**config.mk**
```make
export PLATFORM = sky130hd
export DESIGN_NAME = snitch_msip_sequencer
export DESIGN_NICKNAME = d
export VERILOG_FILES = /design/src/rtl/snitch_msip_sequencer.sv
export SDC_FILE = /design/constraint.sdc
export NUM_CORES = 1
export LEC_CHECK = 0
export BUFFER_PORTS_ARGS = -buffer_cell sky130_fd_sc_hd__buf_2
export CELL_PAD_IN_SITES_DETAIL_PLACEMENT = 1
export CELL_PAD_IN_SITES_GLOBAL_PLACEMENT = 1
export CORE_AREA = 4 4 77 79
export CTS_CLUSTER_DIAMETER = 40
export DETAILED_ROUTE_END_ITERATION = 8
export DIE_AREA = 0 0 81 83
export GPL_ROUTABILITY_DRIVEN = 0
export PLACE_DENSITY_LB_ADDON = 0.12
export SLEW_MARGIN = 20
export SYNTH_ARGS = -nofsm -noshare
export SYNTH_HDL_FRONTEND = slang
export SYNTH_SLANG_ARGS = --single-unit
```
**constraint.sdc**
```tcl
create_clock -name clk_i -period 4.2 [get_ports clk_i]
set_input_delay 0.84 -clock clk_i [delete_from_list [all_inputs] [get_ports clk_i]]
set_output_delay 0.84 -clock clk_i [all_outputs]
set_load 0.05 [all_outputs]
```
**src/rtl/snitch_msip_sequencer.sv**
```systemverilog
// Per-hart msip driver: SET/CLR/CLR_ALL commands and staggered broadcast wake (optional stats: SNITCH_MSIP_SEQ_STATS_EN).
// Latency: command effect visible 1 cycle after accept; broadcast hart k rises 1 + k*(gap+1) cycles after accept.
// Backpressure: req_ready_o low while a broadcast is in flight or abort_i is high.
module snitch_msip_sequencer #(
    parameter int unsigned NrCores  = 9,
    parameter int unsigned GapWidth = 8,
    localparam int unsigned HartWidth = (NrCores > 1) ? $clog2(NrCores) : 1
) (
    input  logic                 clk_i,
    input  logic                 rst_ni,
    input  logic                 req_valid_i,
    output logic                 req_ready_o,
    input  logic [1:0]           req_op_i,
    input  logic [HartWidth-1:0] req_hart_i,
    input  logic [GapWidth-1:0]  req_gap_i,
    input  logic                 abort_i,
    output logic [NrCores-1:0]   msip_o,
    output logic                 busy_o,
    output logic                 err_o
`ifdef SNITCH_MSIP_SEQ_STATS_EN
    ,
    output logic [15:0]          wake_cnt_o
`endif
);

    typedef enum logic [1:0] {
        IDLE = 2'd0,
        WAKE = 2'd1,
        GAP  = 2'd2
    } state_e;

    localparam logic [1:0] OP_SET     = 2'd0;
    localparam logic [1:0] OP_CLR     = 2'd1;
    localparam logic [1:0] OP_BCAST   = 2'd2;
    localparam logic [1:0] OP_CLR_ALL = 2'd3;

    localparam logic [HartWidth:0]   NrCoresW = (HartWidth+1)'(NrCores);
    localparam logic [HartWidth-1:0] LastIdx  = HartWidth'(NrCores - 1);

    state_e                state_q, state_d;
    logic [HartWidth-1:0]  idx_q, idx_d;
    logic [GapWidth-1:0]   cnt_q, cnt_d;
    logic [GapWidth-1:0]   gap_q, gap_d;
    logic [NrCores-1:0]    msip_q, msip_d;
    logic                  err_q, err_d;
    logic                  bcast_done;
    logic                  accept;
    logic                  hart_ok;

    function automatic logic [NrCores-1:0] hart_bit(input logic [HartWidth-1:0] h);
        hart_bit = '0;
        for (int unsigned i = 0; i < NrCores; i++) begin
            if (h == HartWidth'(i)) hart_bit[i] = 1'b1;
        end
    endfunction

    assign req_ready_o = (state_q == IDLE) && !abort_i;
    assign accept      = req_valid_i && req_ready_o;
    assign hart_ok     = {1'b0, req_hart_i} < NrCoresW;

    // The msip bit of a hart is set on entry to WAKE so it is already visible
    // during that WAKE cycle; this keeps hart k at exactly 1 + k*(gap+1).
    always_comb begin
        state_d    = state_q;
        idx_d      = idx_q;
        cnt_d      = cnt_q;
        gap_d      = gap_q;
        msip_d     = msip_q;
        err_d      = 1'b0;
        bcast_done = 1'b0;

        if (abort_i) begin
            state_d = IDLE;
            idx_d   = '0;
            cnt_d   = '0;
            msip_d  = '0;
        end else begin
            unique case (state_q)
                IDLE: begin
                    if (accept) begin
                        unique case (req_op_i)
                            OP_SET: begin
                                if (hart_ok) msip_d = msip_q | hart_bit(req_hart_i);
                                else         err_d  = 1'b1;
                            end
                            OP_CLR: begin
                                if (hart_ok) msip_d = msip_q & ~hart_bit(req_hart_i);
                                else         err_d  = 1'b1;
                            end
                            OP_BCAST: begin
                                gap_d   = req_gap_i;
                                idx_d   = '0;
                                state_d = WAKE;
                                msip_d  = msip_q | hart_bit('0);
                            end
                            OP_CLR_ALL: msip_d = '0;
                            default: ;
                        endcase
                    end
                end
                WAKE: begin
                    if (idx_q == LastIdx) begin
                        state_d    = IDLE;
                        idx_d      = '0;
                        bcast_done = 1'b1;
                    end else if (gap_q == '0) begin
                        idx_d  = idx_q + HartWidth'(1);
                        msip_d = msip_q | hart_bit(idx_q + HartWidth'(1));
                    end else begin
                        idx_d   = idx_q + HartWidth'(1);
                        cnt_d   = gap_q - GapWidth'(1);
                        state_d = GAP;
                    end
                end
                GAP: begin
                    if (cnt_q == '0) begin
                        state_d = WAKE;
                        msip_d  = msip_q | hart_bit(idx_q);
                    end else begin
                        cnt_d = cnt_q - GapWidth'(1);
                    end
                end
                default: state_d = IDLE;
            endcase
        end
    end

    always_ff @(posedge clk_i or negedge rst_ni) begin
        if (!rst_ni) begin
            state_q <= IDLE;
            idx_q   <= '0;
            cnt_q   <= '0;
            gap_q   <= '0;
            msip_q  <= '0;
            err_q   <= 1'b0;
        end else begin
            state_q <= state_d;
            idx_q   <= idx_d;
            cnt_q   <= cnt_d;
            gap_q   <= gap_d;
            msip_q  <= msip_d;
            err_q   <= err_d;
        end
    end

    assign msip_o = msip_q;
    assign busy_o = (state_q != IDLE);
    assign err_o  = err_q;

`ifdef SNITCH_MSIP_SEQ_STATS_EN
    logic [15:0] wake_cnt_q;

    always_ff @(posedge clk_i or negedge rst_ni) begin
        if (!rst_ni) begin
            wake_cnt_q <= '0;
        end else if (bcast_done && (wake_cnt_q != 16'hFFFF)) begin
            wake_cnt_q <= wake_cnt_q + 16'd1;
        end
    end

    assign wake_cnt_o = wake_cnt_q;
`else
    logic unused_bcast_done;
    assign unused_bcast_done = bcast_done;
`endif

endmodule
```
# After elaboration in Yosys (flattened, before gate mapping)
# Cells that the tools add are included.
# word_totals
register_bits	32
word_cells	280
output_inout_bits	12
inputBits	18
# op_classes
n_reduce_logical	21
addsub	3
n_bitwise	6
n_eq_ne	40
mux	202
n_lt_le_gt_ge	1
# ops
cell	n
2-to-1 mux 1 bit	176
2-to-1 mux 9 bit	7
== test 4 x 3 -> 1 bit, second input constant	12
one-hot mux 9 bit (4 select lines)	1
2-to-1 mux 8 bit	4
bitwise OR 9 bit	3
one-hot mux 9 bit (3 select lines)	1
== test 4 x 2 -> 1 bit, second input constant	6
inequality test 3 bit, second input constant	7
zero test 8 bit	2
2-to-1 mux 4 bit	4
one-hot mux 8 bit (2 select lines)	1
subtractor 8 x 1 -> 8 bit, second input constant	2
== test 4 x 1 -> 1 bit, second input constant	3
== test 4 bit, second input constant	3
zero test 4 bit	3
2-to-1 mux 2 bit	6
inequality test 4 bit, second input constant	3
AND reduction 4 bit	3
AND 9 bit	1
NOT 9 bit	1
one-hot mux 4 bit (2 select lines)	1
AND reduction 8 bit	1
AND reduction 7 bit	1
other kinds (15)	21

# Logic depth before layout (Yosys ltp)
# Gate-level depths: netlist of the first run.
# depth
depth_word	14
mapped_depth	9
depth_no_buf	7

# Least setup slack after synthesis of the first run
# OpenSTA, ideal clock, no wires.
# synth_timing
kind	in2reg
from	in abort_i
to	reg gap_q[0]
setup_ns	0.125
arrival_ns	2.741
slack_ns	1.334
cell_stages	5
t_required_ns	4.075
path_cell_list	buf_4 nor2b_1 and3_1 clkbuf_1 mux2_2
# synth_between
elab_chain_cells	4
word_cells_on_any_way	5
cone_classes	bitwise (1); reduce/logical (4)
# synth_rtl
item	line_no	rtl
from (decl)	16	input logic abort_i,
zero test 1 bit	57	assign req_ready_o = (state_q == IDLE) && !abort_i;
logical AND 1 bit	57	
via req_ready_o	12	output logic req_ready_o,
logical AND 1 bit	58	assign accept = req_valid_i && req_ready_o;
AND reduction 4 bit (no line)	--	
to (signal assigned)	140	gap_q <= gap_d;
to (decl)	43	logic [GapWidth-1:0] gap_q, gap_d;
# The timed path passes the listed nets, and every way through them passes these cells.
# A chain may end at the register's enable or synchronous reset.

# Final worst setup path of the first run
# layout_timing
from	reg state_q[0]
to	out req_ready_o
# layout_between
elab_chain_cells	2
# layout_rtl
item	line_no	rtl
from (decl)	40	state_e state_q, state_d;
from (signal assigned)	137	state_q <= state_d;
zero test 2 bit	57	
logical AND 1 bit	57	
to (decl)	12	
# Every way passes these cells.

==> impl_metrics.ini, run 1 <==
[clock_network]
postCtsSetupBuffers = 0
cts.sinks = 32
root_buffer = clkbuf_8
tritoncts = yes
clk_latency_ps = 290
ctsHoldBuffers = 0
clk_pin_slew_ps = 60
htree_num_levels = 2
cts_resized = 0
cts_buffer_depth = 2
cts_inserted_buffers = 5

[layout]
antennaDiodeCount = 0
finalInstanceArea_mm2 = 0.002665
drive_above_1_share = 0.2180
nets = 312
n_fill_cell = 664
instances_no_fill = 361
syn_to_final_growth_pct = 9.399
fin_util = 0.4993

[yosys]
synth_edf_count = 0
ys.flop_type = dfrtp_1
yosysWarnings = 0
synth-seq-cells = 32
synth_area_leaders = dfrtp_1 (33%), mux2_2 (5.1%), a21oi_1 (3.7%)
syn-cell-area_mm2 = 0.002436
ys_types = 66
synth_commonest_cells = dfrtp_1 (32), nand2_1 (19), a21oi_1 (18)
synth-seq-area-share = 0.3287
synth_nets = 293
syn_inst = 270
synth_top_cell_area_share = 0.3287
synth_top_cell_by_area = dfrtp_1
synth_area_per_cell_um2 = 9.023
ys_async_sr_fraction = 1.000
synth.most_common_cell = dfrtp_1

[routing]
detail_route.vias_per_cell = 5.972
ant_nets = 0
route.detailed.drc = 0
top_layer_used = met4
route.met3.wl_um = 222
vias = 2156
wl_um = 6536
met1_length_um = 3257
wl_met2_um = 3012
wl_per_cell_um = 18.11
drt_pass1_iterations = 4
drt_iter0_markers = 76

[place]
portBuffers = 29
dp_slack_ps = 1541
dp_hpwl_um = 4744
placed_cell_area_mm2 = 0.002569
dpl.cell_count = 354

[floorplan]
start_util = 0.4564
dieArea_mm2 = 0.006723
die_y_um = 83
rows = 27
io_pins = 30
die_x_um = 81
core_area_mm2 = 0.005338

[worst_setup_path]
setup.worst_path.end_class = primary output
worstPathRequired_ps = 3360
start_kind = flop
crit_type = reg -> out
critical_path_arrival_ps = 1870
crit_fanout = 8

[global_route]
grt_antenna_before_repair = 0
grt_max_degree = 33
grt_pass1_vias = 2231
grt_pass1_wl_um = 11140
gr-usage-all-layers = 0.2106
grt-ovfl-total = 0

[pwr]
max-vdd-ir-drop_v = 0.0003512
power_frac_clock = 0.126
swShare = 0.4969
power.share.sequential = 0.282
p_leak_nw = 1.112
finalPower_mw = 2.056
p_int_mw = 1.034
powerDensity_mw_per_mm2 = 771.5
p_sw_mw = 1.022
comb_power_share = 0.592

[flow_run]
maxCapViolCount = 0

[timing]
relSlewSlack = 0.3258
setup_ws_ps = 1487
hold_viol = 0
worstMarginPinSlew_ps = 1011
drv_slew = 0
fin_crit_sh = 0.6460
tns_ps = 0
rsz0062_at_grt = no
skew_ps = 5.937
setup_viol = 0
holdWs_ps = 551.8
fmax_ghz = 0.3686
min_period_ps = 2713

[worst_hold_path]
hold_path.class = reg -> reg

[run_status]
status = finished clean
registers in the layout (all words and copies together), names as in the netlist:
name,count
msip_o,9
idx_q,4
gap_q,8
err_o,1
state_q,2
cnt_q,8
layout by cell type (no fill, tap or decap), types with 11 or more instances in the layout:
cell type and n:
buf_2 29, nor2_1 11, o21ai_0 15, nor3_1 15
dfrtp_1 32, a21oi_1 18, mux2_2 11, nand2_1 19
inv_1 12
area by class of cell:
type                       instances  area, µm²  area share
multi-input combinational        207       1476      0.5540
sequential                        32      800.8      0.3005
timing repair buffer              30      152.6     0.05728
clock buffer                       7      96.34     0.03615
tap                               72      90.09     0.03380
inverter                          13      48.80     0.01831
critical path, cell delays in order, from the launching register on:
cell and delay [ps]:
dfrtp_1 400, inv_1 110, ha_1 320, nor2b_1 410
buf_2 340
path summary, 6_finish.rpt:
kind / cells after the start / slack [ps] / startpoint / endpoint
max reg2reg: 7 / 1490 / state_q[0] / cnt_q[6]
min: 1 / 550 / gap_q[2] / gap_q[2]
min in group asynchronous: 1 / 600 / rst_ni / msip_o[6]
max in group asynchronous: 1 / 3110 / rst_ni / gap_q[0]
max: 4 / 1490 / state_q[0] / req_ready_o
min reg2reg: 1 / 550 / gap_q[2] / gap_q[2]
power by group through the flow:
stage	clock [mW]	sequential [mW]	combinational [mW]
after detailed placement	0	0.583	1.21
after global routing	0.285	0.600	1.35
after CTS	0.269	0.577	1.22
after global placement	0	0.578	1.19
final	0.259	0.579	1.22
after floorplan	0	0.663	0.889
metal layers:
layer,track usage,up-vias
met5,0,-
met4,0.05684,0
met3,0.03796,4
met2,0.3167,35
met1,0.3078,1058
li1,-,1059
kinds of logic after synthesis:
logic type,Yosys count,share of synthesized area
buf+inv,31,0.06522
xor+xnor,4,0.01438
mux,18,0.07961
flops,32,0.3287
compound gates,87,0.2691
fa+ha+maj,5,0.02568
simple gates,93,0.2173
Note: power is estimated with default switching activity, not from simulation.
==> run 2: changes to the inputs <==
--- a/config.mk
+++ b/config.mk
@@ -8,10 +8,10 @@
 export BUFFER_PORTS_ARGS = -buffer_cell sky130_fd_sc_hd__buf_2
 export CELL_PAD_IN_SITES_DETAIL_PLACEMENT = 1
 export CELL_PAD_IN_SITES_GLOBAL_PLACEMENT = 1
-export CORE_AREA = 4 4 77 79
+export CORE_AREA = 4 4 79 81
 export CTS_CLUSTER_DIAMETER = 40
 export DETAILED_ROUTE_END_ITERATION = 8
-export DIE_AREA = 0 0 81 83
+export DIE_AREA = 0 0 83 85
 export GPL_ROUTABILITY_DRIVEN = 0
 export PLACE_DENSITY_LB_ADDON = 0.12
 export SLEW_MARGIN = 20
==> constraint.sdc (replaced) <==
create_clock -name clk_i -period 2.8 [get_ports clk_i]
set_input_delay 0.56 -clock clk_i [delete_from_list [all_inputs] [get_ports clk_i]]
set_output_delay 0.56 -clock clk_i [all_outputs]
set_load 0.05 [all_outputs]
==> run 2 against run 1 <==
Combinational power grew 55%. Clock-buffer cell count rose by 1. Via count is 1.9% higher. Die area grew 4.9%. Cell count is 2.2% higher. Sequential power grew 52%. First-iteration DRC count increased by 110%. Clock power up 47%. Clock skew increased by 2.6 ps. Non-clock buffer count grew 7. Critical path type unchanged. Largest cell class unchanged. Highest routed layer unchanged.
==> impl_metrics.ini, run 2 (synthesis gave the netlist of run 1 again) <==
[run_status]
status = finished clean

[timing]
tns_ps = 0
rsz0062_at_grt = no
hold_viol = 0
min_period_ps = 2524
relSlewSlack = 0.4926
skew_ps = 8.577
fmax_ghz = 0.3962
drv_slew = 0
fin_crit_sh = 0.9015
worstMarginPinSlew_ps = 761.0
setup_viol = 0

[layout]
syn_to_final_growth_pct = 11.30
drive_above_1_share = 0.2323
final_common_cell = dfrtp_1
antennaDiodeCount = 0
instances_no_fill = 369
layout_common_cells = dfrtp_1 (32), buf_2 (29), nand2_1 (19)
largest_reg_flops = 9
fin_util = 0.4954
nets = 319

[clock_network]
cts_buffer_depth = 2
ctsHoldBuffers = 0
htree_num_levels = 2
tritoncts = yes
cts_inserted_buffers = 5
postCtsSetupBuffers = 0
clk_pin_slew_ps = 70
cts.sinks = 32
cts_resized = 0
clk_latency_ps = 290
root_buffer = clkbuf_8

[floorplan]
die_x_um = 83
core_area_mm2 = 0.005473
io_pins = 30
die_y_um = 85
dieArea_mm2 = 0.007055
start_util = 0.4451
rows = 27

[worst_setup_path]
setup.worst_path.end_class = primary output
r2r_end = cnt_q[5]
worstPathRequired_ps = 2240
worstRegToRegCells = 8
start_kind = flop
critical_path_arrival_ps = 1960
crit_type = reg -> out
crit-reg2reg-launch = idx_q[0]
r2r_setup_slack_ps = 300
crit_fanout = 8

[pwr]
powerDensity_mw_per_mm2 = 1162
max-vdd-ir-drop_v = 0.0004852
p_leak_nw = 1.142

[routing]
vias = 2197
ant_nets = 0
route.detailed.drc = 0
wl_um = 6733
drt_iter0_markers = 158
drt_pass1_iterations = 4
detail_route.vias_per_cell = 5.954
wl_per_cell_um = 18.25

[flow_run]
maxCapViolCount = 0

[global_route]
grt_pass1_vias = 2312
grt_antenna_before_repair = 0
grt_max_degree = 33
grt_pass1_wl_um = 11860
gr-usage-all-layers = 0.2021
grt-ovfl-total = 0

[worst_hold_path]
hold_path.class = in -> async

[place]
dp_hpwl_um = 5007
dpl.cell_count = 360
portBuffers = 29
run 2: changes by cell type in the layout (fill, tap and decap cells not counted), sizes merged:
cell,previous run,this run
buf,30,37
clkbuf,7,8
run 2: routing by layer:
layer	GRT usage	share of wire
met1	0.2840	0.50
met2	0.3207	0.45
met3	0.04175	0.043
met4	0.04458	0.0065
met5	0	0
run 2: area by class of cell:
class	count	area [µm²]
Fill cell	679	2761
Sequential cell	32	800.8
Clock buffer	8	90.09
Timing Repair Buffer	37	205.2
Tap cell	72	90.09
Inverter	13	48.80
Multi-Input combinational cell	207	1476
run 2: worst max-delay path by stage:
stage	startpoint	end	cells after the start
global route	idx_q[0]	cnt_q[5]	8
detailed placement	idx_q[0]	cnt_q[5]	7
CTS	idx_q[0]	cnt_q[5]	7
floorplan	state_q[0]	gap_q[0]	6
finish	state_q[0]	req_ready_o	4
global placement	idx_q[0]	cnt_q[6]	7
run 2: worst max-delay path, cell delays in order, from the launching register on:
cell and delay [ps]:
dfrtp_1 390, inv_1 130, ha_1 340, nor2b_1 460
buf_2 360
run 2: through the flow:
step	hold slack (ps)	total power [mW]	setup WS, ps	area (µm²)
floorplan	264.4	2.328	160.5	2436
global placement	523.2	2.697	336.3	2614
detailed placement	530.8	2.741	185.8	2614
CTS	371.6	3.138	159.5	2704
global route	397.5	3.414	93.44	2711
finish	340.1	3.150	275.9	2711
run 2: power breakdown:
part / total (mW) / switching [mW] / internal [mW]
clock network: 0.380 / 0.179 / 0.201
registers: 0.878 / 0.231 / 0.648
logic: 1.89 / 1.16 / 0.732
